===== config.mk =====
export PLATFORM = sky130hd
export DESIGN_NAME = aria_sbox_s1_inv_iter
export DESIGN_NICKNAME = d
export VERILOG_FILES = /design/src/rtl/aria_pkg.sv /design/src/rtl/aria_gfinv.sv /design/src/rtl/aria_sbox_s1_inv.sv /design/src/rtl/aria_sbox_s1_inv_iter.sv
export SDC_FILE = /design/constraint.sdc
export NUM_CORES = 2
export LEC_CHECK = 0
export CORE_ASPECT_RATIO = 0.7
export CORE_MARGIN = 5
export CORE_UTILIZATION = 55
export CTS_BUF_LIST = sky130_fd_sc_hd__clkbuf_8
export DETAILED_ROUTE_END_ITERATION = 12
export GPL_ROUTABILITY_DRIVEN = 0
export PLACE_DENSITY_LB_ADDON = 0.05
export SLEW_MARGIN = 10
export SYNTH_ARGS = -nofsm -noshare
export SYNTH_HDL_FRONTEND = slang
export SYNTH_SLANG_ARGS = --single-unit

===== constraint.sdc =====
create_clock -name clk -period 38.6 [get_ports clk]
set_input_delay 5.79 -clock clk [delete_from_list [all_inputs] [get_ports clk]]
set_output_delay 5.79 -clock clk [all_outputs]
set_load 0.01 [all_outputs]

===== src/rtl/aria_pkg.sv =====
// -----------------------------------------------------------------------------
// aria_pkg
// Shared definitions for the ARIA inverse S1 substitution unit:
//   - state_t           : FSM state encoding of the iterative substitutor
//   - S1_INV_AFFINE_C   : constant added by the S1 inverse affine map
//   - ARIA_BLK_W        : ARIA block width in bits
// -----------------------------------------------------------------------------
package aria_pkg;

    typedef enum logic [1:0] {
        ST_IDLE = 2'd0,
        ST_BUSY = 2'd1,
        ST_DONE = 2'd2
    } state_t;

    localparam logic [7:0] S1_INV_AFFINE_C = 8'h05;
    localparam int         ARIA_BLK_W      = 128;

endpackage


===== src/rtl/aria_gfinv.sv =====
// -----------------------------------------------------------------------------
// aria_gfinv
// Combinational multiplicative inverse in GF(2^8) modulo x^8+x^4+x^3+x+1.
// Computed as a^254, which maps 0 to 0 without a special case.
// Ports:
//   i_a : input  [7:0] field element
//   o_y : output [7:0] inverse of i_a (0 for i_a == 0)
// -----------------------------------------------------------------------------
module aria_gfinv (
    input  logic [7:0] i_a,
    output logic [7:0] o_y
);

    function automatic logic [7:0] gf_mul(input logic [7:0] a, input logic [7:0] b);
        logic [7:0] p;
        logic [7:0] aa;
        p  = 8'h00;
        aa = a;
        for (int i = 0; i < 8; i++) begin
            if (b[i]) p = p ^ aa;
            aa = {aa[6:0], 1'b0} ^ (aa[7] ? 8'h1B : 8'h00);
        end
        return p;
    endfunction

    logic [7:0] w_x2, w_x3, w_x6, w_x12, w_x15, w_x240, w_x252;

    // Addition chain for the exponent 254.
    always_comb begin
        w_x2   = gf_mul(i_a, i_a);
        w_x3   = gf_mul(w_x2, i_a);
        w_x6   = gf_mul(w_x3, w_x3);
        w_x12  = gf_mul(w_x6, w_x6);
        w_x15  = gf_mul(w_x12, w_x3);
        w_x240 = w_x15;
        for (int k = 0; k < 4; k++) begin
            w_x240 = gf_mul(w_x240, w_x240);
        end
        w_x252 = gf_mul(w_x240, w_x12);
        o_y    = gf_mul(w_x252, w_x2);
    end

endmodule


===== src/rtl/aria_sbox_s1_inv.sv =====
// -----------------------------------------------------------------------------
// aria_sbox_s1_inv
// Combinational byte S1^-1: inverse affine map followed by GF(2^8) inversion.
// Ports:
//   i_y : input  [7:0] byte to substitute
//   o_s : output [7:0] S1^-1(i_y)
// -----------------------------------------------------------------------------
module aria_sbox_s1_inv
    import aria_pkg::*;
(
    input  logic [7:0] i_y,
    output logic [7:0] o_s
);

    logic [7:0] w_t;

    always_comb begin
        w_t = 8'h00;
        for (int i = 0; i < 8; i++) begin
            w_t[i] = i_y[(i + 2) % 8] ^ i_y[(i + 5) % 8] ^ i_y[(i + 7) % 8]
                   ^ S1_INV_AFFINE_C[i];
        end
    end

    aria_gfinv u_gfinv (
        .i_a (w_t),
        .o_y (o_s)
    );

endmodule


===== src/rtl/aria_sbox_s1_inv_iter.sv =====
// -----------------------------------------------------------------------------
// aria_sbox_s1_inv_iter
// Iterative S1^-1 over a 128-bit ARIA block. LANES byte substitutors are
// time-shared; the block is rewritten in place, LANES bytes per cycle, over
// GROUPS = 16/LANES cycles. Valid/ready handshake on both sides.
// Optional feature macro ARIA_ISBOX_CLR_EN: when defined, the working register
// (and dout) is zeroed on the output handshake edge.
// Ports:
//   clk       : clock, rising edge
//   rst       : asynchronous active-high reset
//   in_valid  : input block valid
//   in_ready  : unit can accept a block (IDLE)
//   din       : input block, byte k = din[8k+7:8k]
//   out_valid : substituted block available (DONE)
//   out_ready : consumer accepts the block
//   dout      : result, byte k = S1^-1(din byte k)
// -----------------------------------------------------------------------------
module aria_sbox_s1_inv_iter
    import aria_pkg::*;
#(
    parameter int LANES = 4
) (
    input  logic                  clk,
    input  logic                  rst,
    input  logic                  in_valid,
    output logic                  in_ready,
    input  logic [ARIA_BLK_W-1:0] din,
    output logic                  out_valid,
    input  logic                  out_ready,
    output logic [ARIA_BLK_W-1:0] dout
);

    localparam int GROUPS = 16 / LANES;
    localparam int CNT_W  = (GROUPS > 1) ? $clog2(GROUPS) : 1;

    state_t                r_state;
    state_t                w_state_nxt;
    logic [CNT_W-1:0]      r_cnt;
    logic [ARIA_BLK_W-1:0] r_work;
    logic [ARIA_BLK_W-1:0] w_work_sub;
    logic                  w_accept;
    logic                  w_release;
    logic                  w_last;
    logic [7:0]            w_lane_in  [LANES];
    logic [7:0]            w_lane_out [LANES];

    assign in_ready  = (r_state == ST_IDLE);
    assign out_valid = (r_state == ST_DONE);
    assign dout      = r_work;
    assign w_accept  = in_ready && in_valid;
    assign w_release = out_valid && out_ready;
    assign w_last    = (r_cnt == CNT_W'(GROUPS - 1));

    // Lane l works on byte cnt*LANES + l; select it from the working register.
    always_comb begin
        for (int l = 0; l < LANES; l++) begin
            w_lane_in[l] = 8'h00;
            for (int g = 0; g < GROUPS; g++) begin
                if (r_cnt == CNT_W'(g)) begin
                    w_lane_in[l] = r_work[(g * LANES + l) * 8 +: 8];
                end
            end
        end
    end

    for (genvar l = 0; l < LANES; l++) begin : g_lane
        aria_sbox_s1_inv u_sbox (
            .i_y (w_lane_in[l]),
            .o_s (w_lane_out[l])
        );
    end

    // Working register with the current group's bytes replaced.
    always_comb begin
        w_work_sub = r_work;
        for (int b = 0; b < 16; b++) begin
            if (r_cnt == CNT_W'(b / LANES)) begin
                w_work_sub[b * 8 +: 8] = w_lane_out[b % LANES];
            end
        end
    end

    always_comb begin
        w_state_nxt = r_state;
        unique case (r_state)
            ST_IDLE: if (w_accept)  w_state_nxt = ST_BUSY;
            ST_BUSY: if (w_last)    w_state_nxt = ST_DONE;
            ST_DONE: if (w_release) w_state_nxt = ST_IDLE;
            default:                w_state_nxt = ST_IDLE;
        endcase
    end

    always_ff @(posedge clk or posedge rst) begin
        if (rst) begin
            r_state <= ST_IDLE;
        end else begin
            r_state <= w_state_nxt;
        end
    end

    // The counter saturates at GROUPS-1; it is re-cleared on the next accept.
    always_ff @(posedge clk or posedge rst) begin
        if (rst) begin
            r_cnt <= '0;
        end else if (w_accept) begin
            r_cnt <= '0;
        end else if (r_state == ST_BUSY && !w_last) begin
            r_cnt <= r_cnt + 1'b1;
        end
    end

    always_ff @(posedge clk or posedge rst) begin
        if (rst) begin
            r_work <= '0;
        end else if (w_accept) begin
            r_work <= din;
        end else if (r_state == ST_BUSY) begin
            r_work <= w_work_sub;
        end
`ifdef ARIA_ISBOX_CLR_EN
        else if (w_release) begin
            r_work <= '0;
        end
`endif
    end

endmodule


# Word-level counts from Yosys, hierarchy flattened
# Cells that the tools add are included.
# totals
latch_bits	0
ram_bits	0
word_cells	1420
inputBits	132
n_memories	0
reg_bits	132
output_inout_bits	130
rom_bits	0
# op_classes
bitwise_logic	688
shifts	0
div	0
magnitude_cmp	0
eq_ne	8
n_mux	700
add_sub_neg	1
reduce_logical	17
multipliers	0
# ops
cell	n
$mux W8	384
$xor A8 B5 Y8	308
$xor A8 B8 Y8	308
$mux W5	308
$mux W128	2
$xor A1 B1 Y1	64
$reduce_bool A2 Y1	6
$mux W2	5
$not A1 Y1	8
$reduce_and A2 Y1	4
$eq A2 B2 Y1 const B	3
$pmux W2 S3	1
$eq A2 B1 Y1 const B	2
$logic_not A2 Y1	2
$ne A2 B1 Y1 const B	2
$logic_and A1 B1 Y1	3
$reduce_and A3 Y1	1
$add A2 B1 Y2 const B	1
$ne A2 B2 Y1 const B	1
$logic_not A1 Y1	1

# Longest topological paths before layout
# depth
ltp_word	186
mapped_depth	87
mapped_depth_nobuf	73

# Modules after synthesis
# A second synthesis with hierarchy kept.
# unflattened
hier_cells	6025
area_unflattened_um2	50875.0
# by_module_without_submodules
module	n_inst	seq_area_each_um2	cells_per_inst	area_per_inst_um2
aria_gfinv	4	0.0	1309	10572.6
aria_sbox_s1_inv_iter	1	3303.2	757	7833.8
aria_sbox_s1_inv	4	0.0	8	187.7

# Worst setup path before layout
# OpenSTA, ideal clock, no wires.
# synth_path
kind	register -> register
startpoint	register r_cnt[0]
endpoint	register r_work[28] (netlist: dout[28])
path_buffers	11
slack_ps	18584
required_time_ps	38479
setup_time_ps	121
stages_incl_launch_ff	80
arrival_ps	19894
synth_period_minus_slack_ps	20016
cell_sequence	dfrtp_1 -> inv_1 -> ha_1 -> buf_4 -> a211o_1 -> o221a_2 -> xnor2_1 -> buf_2 -> nand2_1 -> nand2_1 -> inv_2 -> clkbuf_1 -> ha_1 -> clkbuf_1 -> inv_1 -> xnor2_1 -> a22oi_1 -> o311ai_1 -> [44 not listed] -> xnor2_1 -> nor2_1 -> xnor2_1 -> xnor2_2 -> inv_1 -> nor3_1 -> o22ai_1 -> o31ai_1 -> a22oi_1 -> o2111ai_1 -> xnor3_2 -> xnor3_2 -> xnor3_1 -> nor2_1 -> xnor3_1 -> xnor3_2 -> nor2_1 -> o21ai_1
# synth_via
elab_chain_cells	179
elab_cells_between_ends	350
classes_between	3 x eq/ne; 172 x mux; 172 x bitwise; 3 x reduce/logical
# synth_lines
element	line_no	text
start, declared	aria_sbox_s1_inv_iter.sv:38	logic [CNT_W-1:0] r_cnt;
start signal, assigned	aria_sbox_s1_inv_iter.sv:108	r_cnt <= r_cnt + 1'b1;
$logic_not A2 Y1	aria_sbox_s1_inv_iter.sv:59, aria_sbox_s1_inv_iter.sv:77	
$mux W8 (4 in a row)	aria_sbox_s1_inv_iter.sv:59	if (r_cnt == CNT_W'(g)) begin
$xor A1 B1 Y1 (2 in a row)	aria_sbox_s1_inv.sv:20	w_t[i] = i_y[(i + 2) % 8] ^ i_y[(i + 5) % 8] ^ i_y[(i + 7) % 8]
$mux W5, or another cell as far along	aria_gfinv.sv:21	aa = {aa[6:0], 1'b0} ^ (aa[7] ? 8'h1B : 8'h00);
$xor A8 B5 Y8, or another cell as far along	aria_gfinv.sv:21	
$xor A8 B8 Y8 or $mux W8 (tied branches)	aria_gfinv.sv:20	if (b[i]) p = p ^ aa;
$mux W8 or $xor A8 B8 Y8 (tied branches)	aria_gfinv.sv:20	
$xor A8 B8 Y8 or $mux W8 (tied branches)	aria_gfinv.sv:20	
[159 not listed]	-	
$mux W8	aria_gfinv.sv:20	
$xor A8 B8 Y8	aria_gfinv.sv:20	
$mux W8	aria_gfinv.sv:20	
$xor A8 B8 Y8	aria_gfinv.sv:20	
$mux W8	aria_gfinv.sv:20	
$mux W8	aria_sbox_s1_inv_iter.sv:77	if (r_cnt == CNT_W'(b / LANES)) begin
$mux W128	aria_sbox_s1_inv_iter.sv:117	end else if (r_state == ST_BUSY) begin
$mux W128	aria_sbox_s1_inv_iter.sv:115	end else if (w_accept) begin
end signal, assigned	aria_sbox_s1_inv_iter.sv:116	r_work <= din;
end signal, assigned	aria_sbox_s1_inv_iter.sv:118	r_work <= w_work_sub;
end, declared	aria_sbox_s1_inv_iter.sv:39	logic [ARIA_BLK_W-1:0] r_work;
# Parallel ways exist; a longest one is shown, timed or not. The select of a mux whose other input is x is not followed.
# A chain may end at the register's enable or synchronous reset.

# Final worst setup path
# Ends and elaborated chain as after synthesis.

==> summary.md <==
| Metric | Value |
|---|---|
| Required @ worst endpoint | `a little under 40 ns` |
| Final Hold Fails | `0` |
| Top-count cell post-synth | `xnor2_1` |
| Mapped Area | `~54000 um2` |
| # fillers | `~9.1k` |
| IO Port Bufs | `261` |
| Wirelength per Cell | `21.2 um` |
| Fmax | `about 38 MHz` |
| Initial Utilization | `55.5%` |
| DRT iter0 DRCs | `about 6.0k` |
| Final setup violation count | `0` |
| Final Skew | `approximately 0.048 ns` |
| Critical path arrival | `26.59 ns` |
| DR vias | `between 50k and 60k` |
| Ys async rst share | `100%` |
| All-Layer GR Usage | `32.1%` |
| Post-synthesis cell type count | `135` |
| Hold_buf cts | `0` |
| Mean Syn Cell Area | `about 7.8 um2` |
| EDFF count, synth | `0` |
| Fin crit share | `approximately 68%` |
| DP Wirelength | `between 100000 and 150000 um` |
| Crit path largest cell delay | `approximately 0.94 ns` |
| Setup repair after global routing missed its margin | `false` |
| Via density | `~6.2` |
| Final Max Tran Viols | `0` |
| Number of global-route vias before repair | `about 47k` |
| Slowest cell on crit path | `xnor2_1` |
| CTS tree | `done` |
| DR DRC count | `0` |
| Placed instance count | `8259` |
| Worst setup path class | `flip-flop to flip-flop` |
| Max Buffers Root-to-Sink | `2` |
| FF-to-FF path depth | `about 70` |
| Core Util, Final | `59.3%` |
| Post-CTS Resized | `0` |
| Insertion delay to the later sink of the worst-skew pair | `around 0.60 ns` |
| Most Frequent Cell on Critical Path | `xnor2_1` |
| Std-Cell Rows | `96` |
| I/O Pins | `between 200 and 300` |
| Fin Setup TNS | `0 ns` |
| DIE WIDTH | `approximately 390 um` |
| Die area | `~110000 um2` |
| Grt ovf | `0` |
| Vert. Die Dim | `approximately 270 um` |
| Area growth, synth to finish | `6.96%` |
| Worst Hold Path EP | `r_state[0]` |
| Seq/Total Area, Yosys | `a little over 6%` |
| Syn Inst Count | `between 6k and 7k` |
| WL final | `between 150000 and 200000 um` |
| CORE AREA | `about 100000 um2` |
| Synth area leader | `xnor2_1` |
| CTS Sinks | `between 100 and 150` |
| Worst R2R Start | `r_cnt[0]` |
| Fin cells | `8291` |
| Hold Startpoint | `r_state[1]` |
| Post-layout nets | `7116` |
| Drt pass-1 iters | `6` |
| Synth top area share | `roughly a fifth` |
| R2r endpoint | `dout[28]` |
| Initial antenna violation count | `3` |
| R2R setup slack | `12.46 ns` |
| Worst-path clk slew | `around 0.08 ns` |
| CTS Buf Count | `17` |
| Top cells by area, synth | `xnor2_1 20%, xnor3_1 11%, dfrtp_1 6.1%` |
| Largest net degree at the start of global routing | `between 70 and 80` |
| Worst-margin pin slew | `1.29 ns` |
| Max Cap Viol | `0` |
| Synthesis-stage register bit count | `between 100 and 150` |
| Crit-path max FO | `34` |
| Synth warn | `0` |
| Status | `completed` |
| Setup crit start kind | `flip-flop` |
| # H-tree levels | `4` |
| Minimum clock period | `around 26 ns` |
| Detail Route Antenna Nets | `0` |
| Post-CTS setup buffer count | `0` |
| First-pass GRT wire length | `275000 um` |
| Net Count, Synth | `between 7k and 8k` |
| Share of cells above drive strength 1 | `around 8.5%` |
| Hold Path Cell Cnt | `1` |
| Crit end category | `flip-flop` |
| Max-slew headroom | `between 10% and 20%` |
| Root Driver | `clkbuf_8` |
| Synth cell count leaders | `1269 x xnor2_1, 833 x nor2_1, 704 x nand2_1` |
| Hold WC Path Type | `flip-flop to flip-flop` |
| Post-synth top flop | `dfrtp_1` |
-- layer usage --
layer	vias to the layer above	global-route usage, %	wire [um]
met5	-	0	0
met2	2491	44.8	70900
met1	24700	51.3	83600
li1	24200	-	-
met4	0	6.03	3180
met3	173	5.56	18200
-- per-stage QoR --
step	cell area, um2	setup WS [ns]	hold WS (ns)
6_report	58200	12.46	0.538
5_1_grt	58200	10.80	0.595
4_1_cts	58200	12.92	0.534
3_5_place_dp	57800	12.99	0.525
3_3_place_gp	57800	13.78	0.508
2_1_floorplan	54400	18.58	0.482
-- logic make-up (layout without fill, tap and decap cells) --
| family | count (synthesis) | count (layout) | synth area share (%) |
|---|---|---|---|
| simple gates | 2355 | 2355 | 19.7 |
| fa+ha+maj | 31 | 31 | 0.704 |
| xor+xnor | 2051 | 2051 | 43.9 |
| mux | 341 | 341 | 6.57 |
| other cells | 0 | 2 | 0 |
| buf+inv | 587 | 594 | 5.15 |
| flops | 132 | 132 | 6.07 |
| compound gates | 1462 | 1462 | 18.0 |
-- area by class of cell --
| type | instances | area (um2) | area share (%) |
|---|---|---|---|
| multi-input cells | 6240 | 48500 | 83.3 |
| flip-flops and latches | 132 | 3300 | 5.68 |
| well taps | 1323 | 1660 | 2.84 |
| repair buffers | 430 | 3880 | 6.67 |
| inverters | 134 | 517 | 0.888 |
| clock inverters | 10 | 111 | 0.191 |
| diodes | 2 | 5.00 | 0.00860 |
| clock buffers | 20 | 275 | 0.473 |
-- worst max-delay path, delay by kind of cell (launching register included) --
| kind | cells | cell delay (ns) |
|---|---|---|
| DFF | 1 | 0.45 |
| muxes | 1 | 0.19 |
| and+or+nand+nor | 11 | 2.59 |
| buffers and inverters | 10 | 2.53 |
| adders and majority gates | 6 | 2.87 |
| xor gates and xnor gates | 32 | 14.47 |
| AOI/OAI and AO/OA | 12 | 2.85 |
-- registers in the layout, indices dropped and copies added (netlist names) --
signal,flops
dout,128
r_cnt,2
r_state,2
-- how the worst max path moves through the flow --
stage                     slack, ns  depth (start not counted)  endpoint      from
after floorplan               18.58                         79  dout[28]  r_cnt[0]
after global placement        13.78                         72  dout[28]  r_cnt[0]
after detailed placement      12.99                         72  dout[28]  r_cnt[0]
after CTS                     12.92                         72  dout[28]  r_cnt[0]
after global routing          10.80                         71  dout[28]  r_cnt[0]
final                         12.46                         72  dout[28]  r_cnt[0]
-- layout by cell type (no fill, tap or decap), drive strengths merged, types with 169 or more instances in the layout --
| cell | count |
|---|---|
| xnor2 | 1373 |
| nor2 | 850 |
| nand2 | 709 |
| o21ai | 448 |
| xor2 | 351 |
| a21oi | 304 |
| mux2i | 288 |
| xnor3 | 284 |
| clkdlybuf4s50 | 261 |
| nor3 | 193 |
| buf | 169 |
Power is not shown: default switching activity piles up to over one toggle a cycle in this logic, so the estimate is an artifact.
